<file path="src/rtl/layer_compositor.sv">
// Priority-based sprite/layer compositor: picks the highest-priority visible layer per pixel,
// applies clipping, blinking and a timed background flash, and looks the colour up in a small palette.
module layer_compositor #(
  parameter int NUM_LAYERS   = 8,
  parameter int COLOR_W      = 4,
  parameter int BLINK_FRAMES = 8,
  parameter int FLASH_FRAMES = 16
) (
  input  logic                                clk,
  input  logic                                reset,
  input  logic                                pix_en,
  input  logic                                blank,
  input  logic                                frame_start,
  input  logic [NUM_LAYERS-1:0]               layer_hit,
  input  logic [NUM_LAYERS-1:0]               layer_clip,
  input  logic                                outside_display,
  input  logic                                transparent_outside,
  input  logic [NUM_LAYERS-1:0]               blink_mask,
  input  logic                                flash_trigger,
  input  logic                                cfg_we,
  input  logic [$clog2(NUM_LAYERS+2)-1:0]     cfg_addr,
  input  logic [3*COLOR_W-1:0]                cfg_data,
  output logic [COLOR_W-1:0]                  RED,
  output logic [COLOR_W-1:0]                  GREEN,
  output logic [COLOR_W-1:0]                  BLUE,
  output logic                                out_blank,
  output logic [$clog2(NUM_LAYERS+1)-1:0]     out_layer
);

  localparam int LW        = $clog2(NUM_LAYERS+1);
  localparam int AW        = $clog2(NUM_LAYERS+2);
  localparam int PW        = 3*COLOR_W;
  localparam int NE        = NUM_LAYERS+2;
  localparam int FLASH_IDX = NUM_LAYERS+1;
  localparam int FCW       = (BLINK_FRAMES > 1) ? $clog2(BLINK_FRAMES) : 1;
  localparam int FLW       = $clog2(FLASH_FRAMES+1);
  localparam logic [LW-1:0]      BG_IDX   = LW'(NUM_LAYERS);
  localparam logic [COLOR_W-1:0] FLASH_CH = COLOR_W'(((1 << COLOR_W) - 1) >> 2);

  // Lowest set index wins; an empty vector resolves to the background.
  function automatic logic [LW-1:0] first_set(input logic [NUM_LAYERS-1:0] v);
    logic [LW-1:0] idx;
    idx = BG_IDX;
    for (int i = NUM_LAYERS-1; i >= 0; i--) begin
      if (v[i]) idx = LW'(i);
    end
    return idx;
  endfunction

  function automatic logic [FLW-1:0] sat_dec(input logic [FLW-1:0] v);
    return (v == '0) ? v : v - FLW'(1);
  endfunction

  logic [FCW-1:0]        frame_cnt;
  logic                  blink_phase;
  logic [FLW-1:0]        flash_cnt;
  logic                  flash_active;
  logic [PW-1:0]         pal [NE];

  logic [NUM_LAYERS-1:0] clip_mask;
  logic [NUM_LAYERS-1:0] blink_kill;
  logic [NUM_LAYERS-1:0] eff_p0;

  logic [LW-1:0]         win_p1;
  logic                  blank_p1;
  logic [PW-1:0]         color_sel;

  logic [PW-1:0]         color_p2;
  logic                  blank_p2;
  logic [LW-1:0]         layer_p2;

  assign flash_active = (flash_cnt != '0);

  // Frame-rate timers: blink phase and flash countdown.
  always_ff @(posedge clk) begin
    if (!reset) begin
      frame_cnt   <= '0;
      blink_phase <= 1'b0;
      flash_cnt   <= '0;
    end else if (pix_en) begin
      if (frame_start) begin
        if (frame_cnt == FCW'(BLINK_FRAMES-1)) begin
          frame_cnt   <= '0;
          blink_phase <= ~blink_phase;
        end else begin
          frame_cnt <= frame_cnt + FCW'(1);
        end
      end
      if (flash_trigger) begin
        flash_cnt <= FLW'(FLASH_FRAMES);
      end else if (frame_start) begin
        flash_cnt <= sat_dec(flash_cnt);
      end
    end
  end

  // Palette writes are not gated by pix_en; reads see the pre-write value.
  always_ff @(posedge clk) begin
    if (!reset) begin
      for (int i = 0; i < NE; i++) begin
        if (i < NUM_LAYERS)       pal[i] <= '1;
        else if (i == NUM_LAYERS) pal[i] <= '0;
        else                      pal[i] <= {3{FLASH_CH}};
      end
    end else if (cfg_we && (int'(cfg_addr) < NE)) begin
      pal[cfg_addr] <= cfg_data;
    end
  end

  // Stage 0 -> 1: visibility masking and priority selection.
  always_comb begin
    clip_mask  = (outside_display && !transparent_outside) ? layer_clip : '0;
    blink_kill = blink_phase ? blink_mask : '0;
    eff_p0     = layer_hit & ~clip_mask & ~blink_kill;
  end

  always_ff @(posedge clk) begin
    if (!reset) begin
      win_p1   <= BG_IDX;
      blank_p1 <= 1'b1;
    end else if (pix_en) begin
      win_p1   <= blank ? BG_IDX : first_set(eff_p0);
      blank_p1 <= blank;
    end
  end

  // Stage 1 -> 2: palette lookup with blank and flash overrides.
  always_comb begin
    color_sel = pal[win_p1];
    if (blank_p1) begin
      color_sel = '0;
    end else if ((win_p1 == BG_IDX) && flash_active) begin
      color_sel = pal[FLASH_IDX];
    end
  end

  always_ff @(posedge clk) begin
    if (!reset) begin
      color_p2 <= '0;
      blank_p2 <= 1'b1;
      layer_p2 <= BG_IDX;
    end else if (pix_en) begin
      color_p2 <= color_sel;
      blank_p2 <= blank_p1;
      layer_p2 <= win_p1;
    end
  end

  assign RED       = color_p2[PW-1 -: COLOR_W];
  assign GREEN     = color_p2[2*COLOR_W-1 -: COLOR_W];
  assign BLUE      = color_p2[COLOR_W-1:0];
  assign out_blank = blank_p2;
  assign out_layer = layer_p2;

endmodule

</file>
<file path="config.mk">
export PLATFORM = sky130hd
export DESIGN_NAME = layer_compositor
export DESIGN_NICKNAME = d
export VERILOG_FILES = /design/src/rtl/layer_compositor.sv
export SDC_FILE = /design/constraint.sdc
export NUM_CORES = 1
export LEC_CHECK = 0
export CORE_ASPECT_RATIO = 1.4
export CORE_MARGIN = 4
export CORE_UTILIZATION = 55
export CTS_BUF_LIST = sky130_fd_sc_hd__clkbuf_4 sky130_fd_sc_hd__clkbuf_8
export DETAILED_ROUTE_END_ITERATION = 16
export GPL_TIMING_DRIVEN = 0
export PLACE_DENSITY = 0.75
export SLEW_MARGIN = 5
export SYNTH_ARGS = -nofsm -noshare
export SYNTH_HDL_FRONTEND = slang
export SYNTH_SLANG_ARGS = --single-unit
</file>
<file path="constraint.sdc">
create_clock -name clk -period 4.3 [get_ports clk]
set_clock_uncertainty 0.2 [all_clocks]
set_input_delay 0.86 -clock clk [delete_from_list [all_inputs] [get_ports clk]]
set_output_delay 0.86 -clock clk [all_outputs]
set_load 0.1 [all_outputs]
</file>
==> run_results.csv, run 1 <==
group,metric,value,unit
outcome,outcome,"finished clean",
layout,final_cell_mix,"edfxtp_1 (192), nand2_1 (123), conb_1 (72)",
global_route,grt_start_max_net_pins,13,
timing,final.period_utilization,78.7,%
pwr,p_per_area,415,mW/mm^2
placed_design,pre_cts_slack,0.457,ns
setup_path,worstPathArrival,3.24,ns
min_path,holdCritStartpoint,"blank_p1$_SDFFE_PN1P_",
min_path,hold_path.class,"reg2reg",
setup_path,cpMostUsedCell,"clkbuf_1",
detailed_routing,remaining_drc_errors,0,
floorplanning,core_area,0.0173,sq mm
global_route,overflow,0,
clock_tree,cts_tree,"yes",
detailed_routing,drt-initial-drc-count,579,
detailed_routing,ant_nets,0,
yosys,netlist_area,0.00965,sq mm
yosys,ys_seq_area_share,67.0,%
floorplanning,die_width,120,um
setup_path,endpoint_kind,"flip-flop",
pwr,irDropWorstVdd,0.261,mV
clock_tree,cts_buffers,35,
clock_tree,cts-root-buf,"clkbuf_8",
yosys,synth-async-reset-ratio,0,%
setup_path,slowest_delay,0.66,ns
setup_path,startpoint_type,"input port",
clock_tree,post_cts_buffers,0,
global_route,antenna_found_initial,0,
timing,tightest_slew,0.999,ns
layout,post-route-util,66.8,%
setup_path,cp_max_fo,12,
clock_tree,cts.sinks,227,
global_route,grt_first_pass_wirelength,33.4,mm
yosys,synth_cells,694,
timing,setup-tns-final,0,ns
yosys,ys_ff_latch,227,
global_route,first_global_vias,6365,
setup_path,criticalPathCategory,"in2reg",
detailed_routing,vias_per_cell,5.60,
yosys,yosys_warnings,0,
clock_tree,clk_pin_slew,0.06,ns
yosys,synth_edf_count,192,
detailed_routing,drt_pre_antenna_iters,5,
setup_path,crit_chain,"clkdlybuf4s50_1, clkbuf_1, clkbuf_1, nand2_1",
setup_path,crit_path_start,"reset",
detailed_routing,wirelength,21.4,mm
placed_design,port_buffers,65,
job,cap_violations,0,
clock_tree,cts_hold_buf,0,
layout,layout-drive-gt1-share,12.2,%
detailed_routing,vias,6320,
timing,setup_viol,0,
setup_path,cp.required,4.15,ns
layout,area_growth,20.0,%
clock_tree,cts_buffer_depth,3,
floorplanning,start_util,55.7,%
yosys,synth_area_per_cell,13.9,sq um
timing,maxSlewViolCount,0,
floorplanning,dieArea,0.0198,sq mm
placed_design,gp_congestion,0.805,
timing,final_hold_viol_count,0,
global_route,track_usage,21.9,%
yosys,synthDistinctLibCells,51,
placed_design,dp_hpwl,15.4,mm
placed_design,dp_cells,1066,
timing,rsz0062_at_grt,"no",
timing,slew_headroom,33.2,%
layout,final_common_cell,"edfxtp_1",
layout,layout.nets,919,
floorplanning,io_pins,66,
floorplanning,die_h,165,um
floorplanning,rows,57,
timing,final.min_clock_period,3.38,ns
setup_path,crit_path_top_delay_cell,"nand2_1",
pwr,leakagePower,4.30,nW
timing,max_freq,0.295,GHz
yosys,synth_ff_type,"edfxtp_1",
clock_tree,clk_latency,0.49,ns
layout,fin_cells,1129,
detailed_routing,post_drt_wl_per_cell,19.0,um
timing,setup_ws,0.915,ns
clock_tree,ctsResizeCount,0,
clock_tree,htree_num_levels,2,
layout,num_antenna_cells,0,
[area by class of cell]
class                   count  area [sq um]
plain buffers              41           200
clock buffers              52           641
clock inverters            11          72.6
fillers                  1242          5750
inverters                  20          75.1
multi-input cells         477          3180
flip-flops and latches    227          6470
well taps                 236           295
repair buffers             65           651
[flip-flops by register name (all words and copies together), names as in the netlist, named ones only]
name         flops
out_blank        1
blink_phase      1
frame_cnt        3
color_p2        12
pal            192
win_p1           4
blank_p1         1
flash_cnt        5
out_layer        4
[per-layer routing]
metal / track usage (%) / vias up / routed length [um]
met1: 25.8 / 3098 / 8000
met2: 39.6 / 266 / 11200
met4: 8.23 / 0 / 585
met3: 4.32 / 49 / 1580
li1: - / 2907 / -
met5: 0 / - / 0
[final timing paths]
path         depth (start not counted)                  endpoint  slack, ns
max                                  4       pal[9][7]$_DFFE_PP_       0.92
min                                  1     blank_p1$_SDFFE_PN1P_       0.27
max reg2reg                          7  color_p2[4]$_SDFFE_PN0P_       1.83
min reg2reg                          1     blank_p1$_SDFFE_PN1P_       0.27
[power by group]
group,internal [mW],switching [mW]
Sequential,2.52,0.0429
Combinational,0.176,0.262
Clock,1.01,0.794
[worst max-delay path, delay by kind of cell]
family	cells	cell delay, ns
buffers and inverters	3	1.70
AND/OR/NAND/NOR	1	0.66
[Yosys cell counts, drive strengths merged (5+ instances only)]
library cell	number	area, sq um
nor3	6	30.0
mux4	24	541
mux2i	53	531
buf	24	136
inv	20	75.1
nor2	24	90.1
a21boi	7	52.6
a221oi	13	114
nor2b	21	131
o21ai	17	85.1
nand2b	11	68.8
a32oi	11	96.3
a21oi	18	93.8
edfxtp	192	5770
nand3	5	25.0
a22oi	24	180
clkbuf	17	63.8
dfxtp	35	701
nand2	123	462
[per-stage QoR]
step	cell area (sq um)	power, mW	hold WS [ns]
6_report	11600	4.81	0.267
5_1_grt	11600	4.98	0.316
4_1_cts	11600	4.83	0.271
3_5_place_dp	10900	3.04	0.255
3_3_place_gp	10900	3.02	0.245
2_1_floorplan	9920	2.87	0.231
[logic make-up after synthesis]
logic type      share of synthesized area, %
other cells                           0.0389
flops                                   67.0
fa+ha+maj                              0.389
compound gates                          8.04
xor+xnor                              0.0908
mux                                     11.1
simple gates                            10.5
buf+inv                                 2.85
Note: power is estimated with default switching activity, not from simulation.
==> run 2, diff against run 1 <==
Clock period 4.3 ns to 3.3 ns, I/O delays scaled along.
==> results of run 2 <==
Same layout as run 1 (identical final DEF). Status: finished clean.
Main changes from that run: setup slack after placement 0.457 ns -> -0.343 ns; setup slack after layout 0.915 ns -> 0.115 ns; register-to-register setup slack 1.83 ns -> 0.83 ns; total power 4.81 mW -> 6.26 mW; worst IR drop on VDD 0.261 mV -> 0.340 mV
==> edit 1 (config.mk and constraints of run 2) <==
Change the parameter `BLINK_FRAMES` from 8 to 16.
--- a/src/rtl/layer_compositor.sv
+++ b/src/rtl/layer_compositor.sv
@@ -5,3 +5,3 @@
   parameter int COLOR_W      = 4,
-  parameter int BLINK_FRAMES = 8,
+  parameter int BLINK_FRAMES = 16,
   parameter int FLASH_FRAMES = 16
Check against the original RTL: same outputs for any inputs over 4 cycles, from zero or initial values and one cycle with reset low; that may be too few to reach the edited logic, so the function may still have changed.
==> edit 1 against run 2 <==
Worst setup slack gained 150 ps; die area grew 0.88%; clock power shrank 14%; design area shrank 0.24%; largest cell class unchanged; wire length shrank 0.30%; sequential cell count grew 1; power shrank 5.4%; via count shrank 1.5%; synthesized area grew 0.93%.
==> edit 1: results (changes against run 2) <==
H-tree depth -> 1 (-1)
Placed cell area -> 11000 um^2 (+0.83%)
DR vias -> 6227 (-1.5%)
Slowest cell on the critical path -> nand2_1
CTS Buf Count -> 31 (-11%)
Internal -> 4.56 mW (-5.6%)
Register area share after synthesis -> 66.6% (-0.41 points)
Number of synthesized flops with an enable pin -> 192 (unchanged)
Yosys cell types -> 52 (+2.0%)
GRT Total Usage -> 22.2% (+0.32 points)
Total number of yosys warnings -> 0 (unchanged)
Largest net degree at the start of global routing -> 16 (+3)
Critical path's largest stage delay -> 680 ps (+20 ps)
HP Class -> reg -> reg
First-pass GRT wire length -> 34200 um (+2.6%)
Worst EP arrival -> 2940 ps (-100 ps)
Critical path launch point type -> input pin
Crit-path max FO -> 12 (unchanged)
Fillers -> 1352 (+8.9%)
Top cells by count, synth -> edfxtp_1, nand2_1, mux2i_1
FFs w/ async S/R, synth -> 0% (unchanged)
Wire per inst -> 18.9 um (-0.39%)
Fraction of layout cells with a size suffix above 1 -> 12.8% (+0.55 points)
Measured slew at the worst slew-check pin -> 1020 ps (+21.9 ps)
Antenna diodes -> 0 (unchanged)
Maximum vdd drop -> 0.472 mV (+39%)
Leakage Power -> 4.27 nW (-0.90%)
Fin nets -> 920 (+0.11%)
Drt initial violations -> 571 (-1.4%)
Outcome -> completed
Post-CTS Setup Bufs -> 0 (unchanged)
Initial antenna violation count -> 0 (unchanged)
Clock-pin slew on the worst setup and hold paths -> 60 ps (about the same)
Hpwl dp -> 15700 um (+1.8%)
Synth top area cells -> edfxtp_1, dfxtp_1, mux4_2
Placer Congestion -> 0.848 (+5.3%)
Largest regs -> pal (192), color_p2 (12), flash_cnt (5)
Root buf cell -> clkbuf_8
First-pass DRT Iterations -> 5 (unchanged)
Maximum clock path buffer count -> 3 (unchanged)
# port buffers -> 65 (unchanged)
Clock Latency Late Sink -> 550 ps (+60 ps)
# resized after CTS -> 0 (unchanged)
Vias in the first global route -> 6563 (+3.1%)
edit 1: changes by cell type in the layout (fill, tap and decap cells not counted), moves of 5 or more:
cell	delta
clkbuf_8	-8
a221oi_2	+10
a221oi_1	-10
nor2_1	+5
edit 1: worst paths after layout:
check | startpoint | end | slack (ps) | cells after the start
worst max-delay path | reset | pal[9][7]$_DFFE_PP_ | 270 | 4
worst min-delay path | blank_p1$_SDFFE_PN1P_ | blank_p1$_SDFFE_PN1P_ | 270 | 2
worst max register to register | flop | color_p2[8]$_SDFFE_PN0P_ | 870 | 7
worst min register to register | blank_p1$_SDFFE_PN1P_ | blank_p1$_SDFFE_PN1P_ | 270 | 2
edit 1: cell families after synthesis:
group                    share of synthesized area (%)
other                                           0.0385
flip-flops                                        66.6
AO/OA/AOI/OAI                                     8.50
adder cells (fa/ha/maj)                          0.257
buffers and inverters                             2.84
AND/OR/NAND/NOR                                   10.5
multiplexers                                      10.9
XOR/XNOR                                         0.360
edit 1: layout make-up:
class	count	area, um^2	share of cell area, %
clock inverter	13	57.6	0.498
timing repair buffer	65	651	5.63
sequential	228	6490	56.2
multi-input combinational	482	3250	28.1
inverter	20	75.1	0.650
tap	236	295	2.56
buffer	41	201	1.74
clock buffer	45	538	4.66
edit 1: routing by layer:
layer | part of all wire (%) | global-route usage [%] | vias up
met3 | 6.6 | 3.07 | 34
met1 | 38 | 26.5 | 3039
met2 | 53 | 41.5 | 251
met4 | 2.4 | 7.01 | 0
li1 | - | - | 2903
met5 | 0 | 0 | -
edit 1: power by group through the flow:
stage,Sequential [mW],Clock [mW],Combinational (mW)
6_report,3.35,2.02,0.553
5_1_grt,3.36,2.21,0.592
4_1_cts,3.35,2.06,0.549
3_5_place_dp,3.41,0,0.546
3_3_place_gp,3.40,0,0.532
2_1_floorplan,3.43,0,0.321
edit 1: critical path, delay by kind of cell:
family	cells	cell delay (ps)
buffers and inverters	3	1570
and+or+nand+nor	1	680
edit 1: metrics by stage:
step                      worst slack (ps)  power, mW  utilization, %  cells  TNS, ps
after floorplan                        889       3.75               -    771        0
after detailed placement              -250       3.95            62.9   1072    -8820
after global placement                -231       3.93            62.9   1072    -5150
after CTS                              330       5.96            66.4   1130        0
after global routing                   198       6.16            66.4   1130        0
final                                  267       5.92            66.4   1130        0
==> edit 2 (config.mk and constraints of run 2) <==
Made on the original files. Reset style: asynchronous (`reset`), changed in 4 clocked blocks.
--- a/src/rtl/layer_compositor.sv
+++ b/src/rtl/layer_compositor.sv
@@ -74,3 +74,3 @@
   // Frame-rate timers: blink phase and flash countdown.
-  always_ff @(posedge clk) begin
+  always_ff @(posedge clk or negedge reset) begin
     if (!reset) begin
@@ -97,3 +97,3 @@
   // Palette writes are not gated by pix_en; reads see the pre-write value.
-  always_ff @(posedge clk) begin
+  always_ff @(posedge clk or negedge reset) begin
     if (!reset) begin
@@ -116,3 +116,3 @@
 
-  always_ff @(posedge clk) begin
+  always_ff @(posedge clk or negedge reset) begin
     if (!reset) begin
@@ -136,3 +136,3 @@
 
-  always_ff @(posedge clk) begin
+  always_ff @(posedge clk or negedge reset) begin
     if (!reset) begin
Formal check against the unedited RTL: differs if reset is asserted again (counterexample within 4 cycles, from zero or initial values and one cycle with reset low); with reset held inactive, the same outputs for 4 cycles.
==> edit 2 against run 2 <==
Final cell count down 30%; wire length down 27%; worst setup slack better by 220 ps; synthesized area down 24%; sequential cell count down 76; fmax up 7.3%; worst hold slack better by 42 ps; design area down 26%; via count down 28%; critical path depth down 3.
Power is not compared: it rests on default switching activity, and its combinational part moved more than twofold at a synthesized area within 25%.
==> edit 2: results (changes against run 2) <==
Outcome -> completed
DRT met1 WL -> 6030 um (-25%)
Measured slew at the worst slew-check pin -> 988 ps (-10.1 ps)
Clock Latency Late Sink -> 430 ps (-60 ps)
Inst Count DP -> 754 (-29%)
Cells after Synth -> 523 (-25%)
Met3 WL -> 653 um (-59%)
DP Worst Slack -> 418 ps (+761 ps)
Clock-pin slew on the worst setup and hold paths -> 80 ps (+20 ps)
Yosys cell types -> 53 (+3.9%)
Worst EP arrival -> 2110 ps (-930 ps)
Crit-path max FO -> 2 (-10)
Post-Layout Inst Area -> 8540 um^2 (-26%)
Maximum clock path buffer count -> 2 (-1)
Vias in the first global route -> 5049 (-21%)
DR vias -> 4533 (-28%)
Drt initial violations -> 188 (-68%)
Grt met3 use -> 5.05% (+0.73 points)
Hpwl dp -> 11300 um (-26%)
Met2 WL post-DR -> 8600 um (-23%)
Register area share after synthesis -> 53.6% (-13 points)
CTS Buf Count -> 17 (-51%)
# port buffers -> 52 (-20%)
Top cells by count, synth -> dfstp_2, mux2_2, mux2_1
Global Route met2 Usage -> 41.3% (+1.7 points)
Synth top area cells -> dfstp_2, dfrtp_1, mux2_2
First-pass DRT Iterations -> 4 (-1)
Fillers -> 975 (-21%)
Placer Congestion -> 0.848 (+5.3%)
Met1 Track Usage GR -> 25.1% (-0.74 points)
Largest regs -> pal (120), color_p2 (12), flash_cnt (5)
Synth Area in Compound Gates -> 6.22% (-1.8 points)
Synth Area in Adders -> 0.514% (+0.13 points)
-- edit 2: path summary, 6_finish.rpt --
path / start / endpoint / slack, ps / depth (start not counted)
worst max register to register: win_p1[2]$_DFFE_PN0P_ / color_p2[4]$_DFFE_PN0P_ / 1000 / 6
worst max-delay path: out_layer[3]$_DFFE_PN1P_ / out_layer[3] / 330 / 1
worst min register to register: pal[18]$_DFFE_PN0P_ / pal[18]$_DFFE_PN0P_ / 310 / 1
min in group asynchronous: reset / out_layer[1]$_DFFE_PN0P_ / 550 / 2
worst min-delay path: pal[18]$_DFFE_PN0P_ / pal[18]$_DFFE_PN0P_ / 310 / 1
max in group asynchronous: reset / pal[119]$_DFFE_PN1P_ / 1450 / 3
-- edit 2: area by class of cell --
class	count	area share, %
buffer	41	2.59
clock buffer	17	2.74
clock inverter	15	2.64
inverter	20	0.879
multi-input combinational	311	36.2
sequential	151	45.8
tap	178	2.61
timing repair buffer	54	6.55
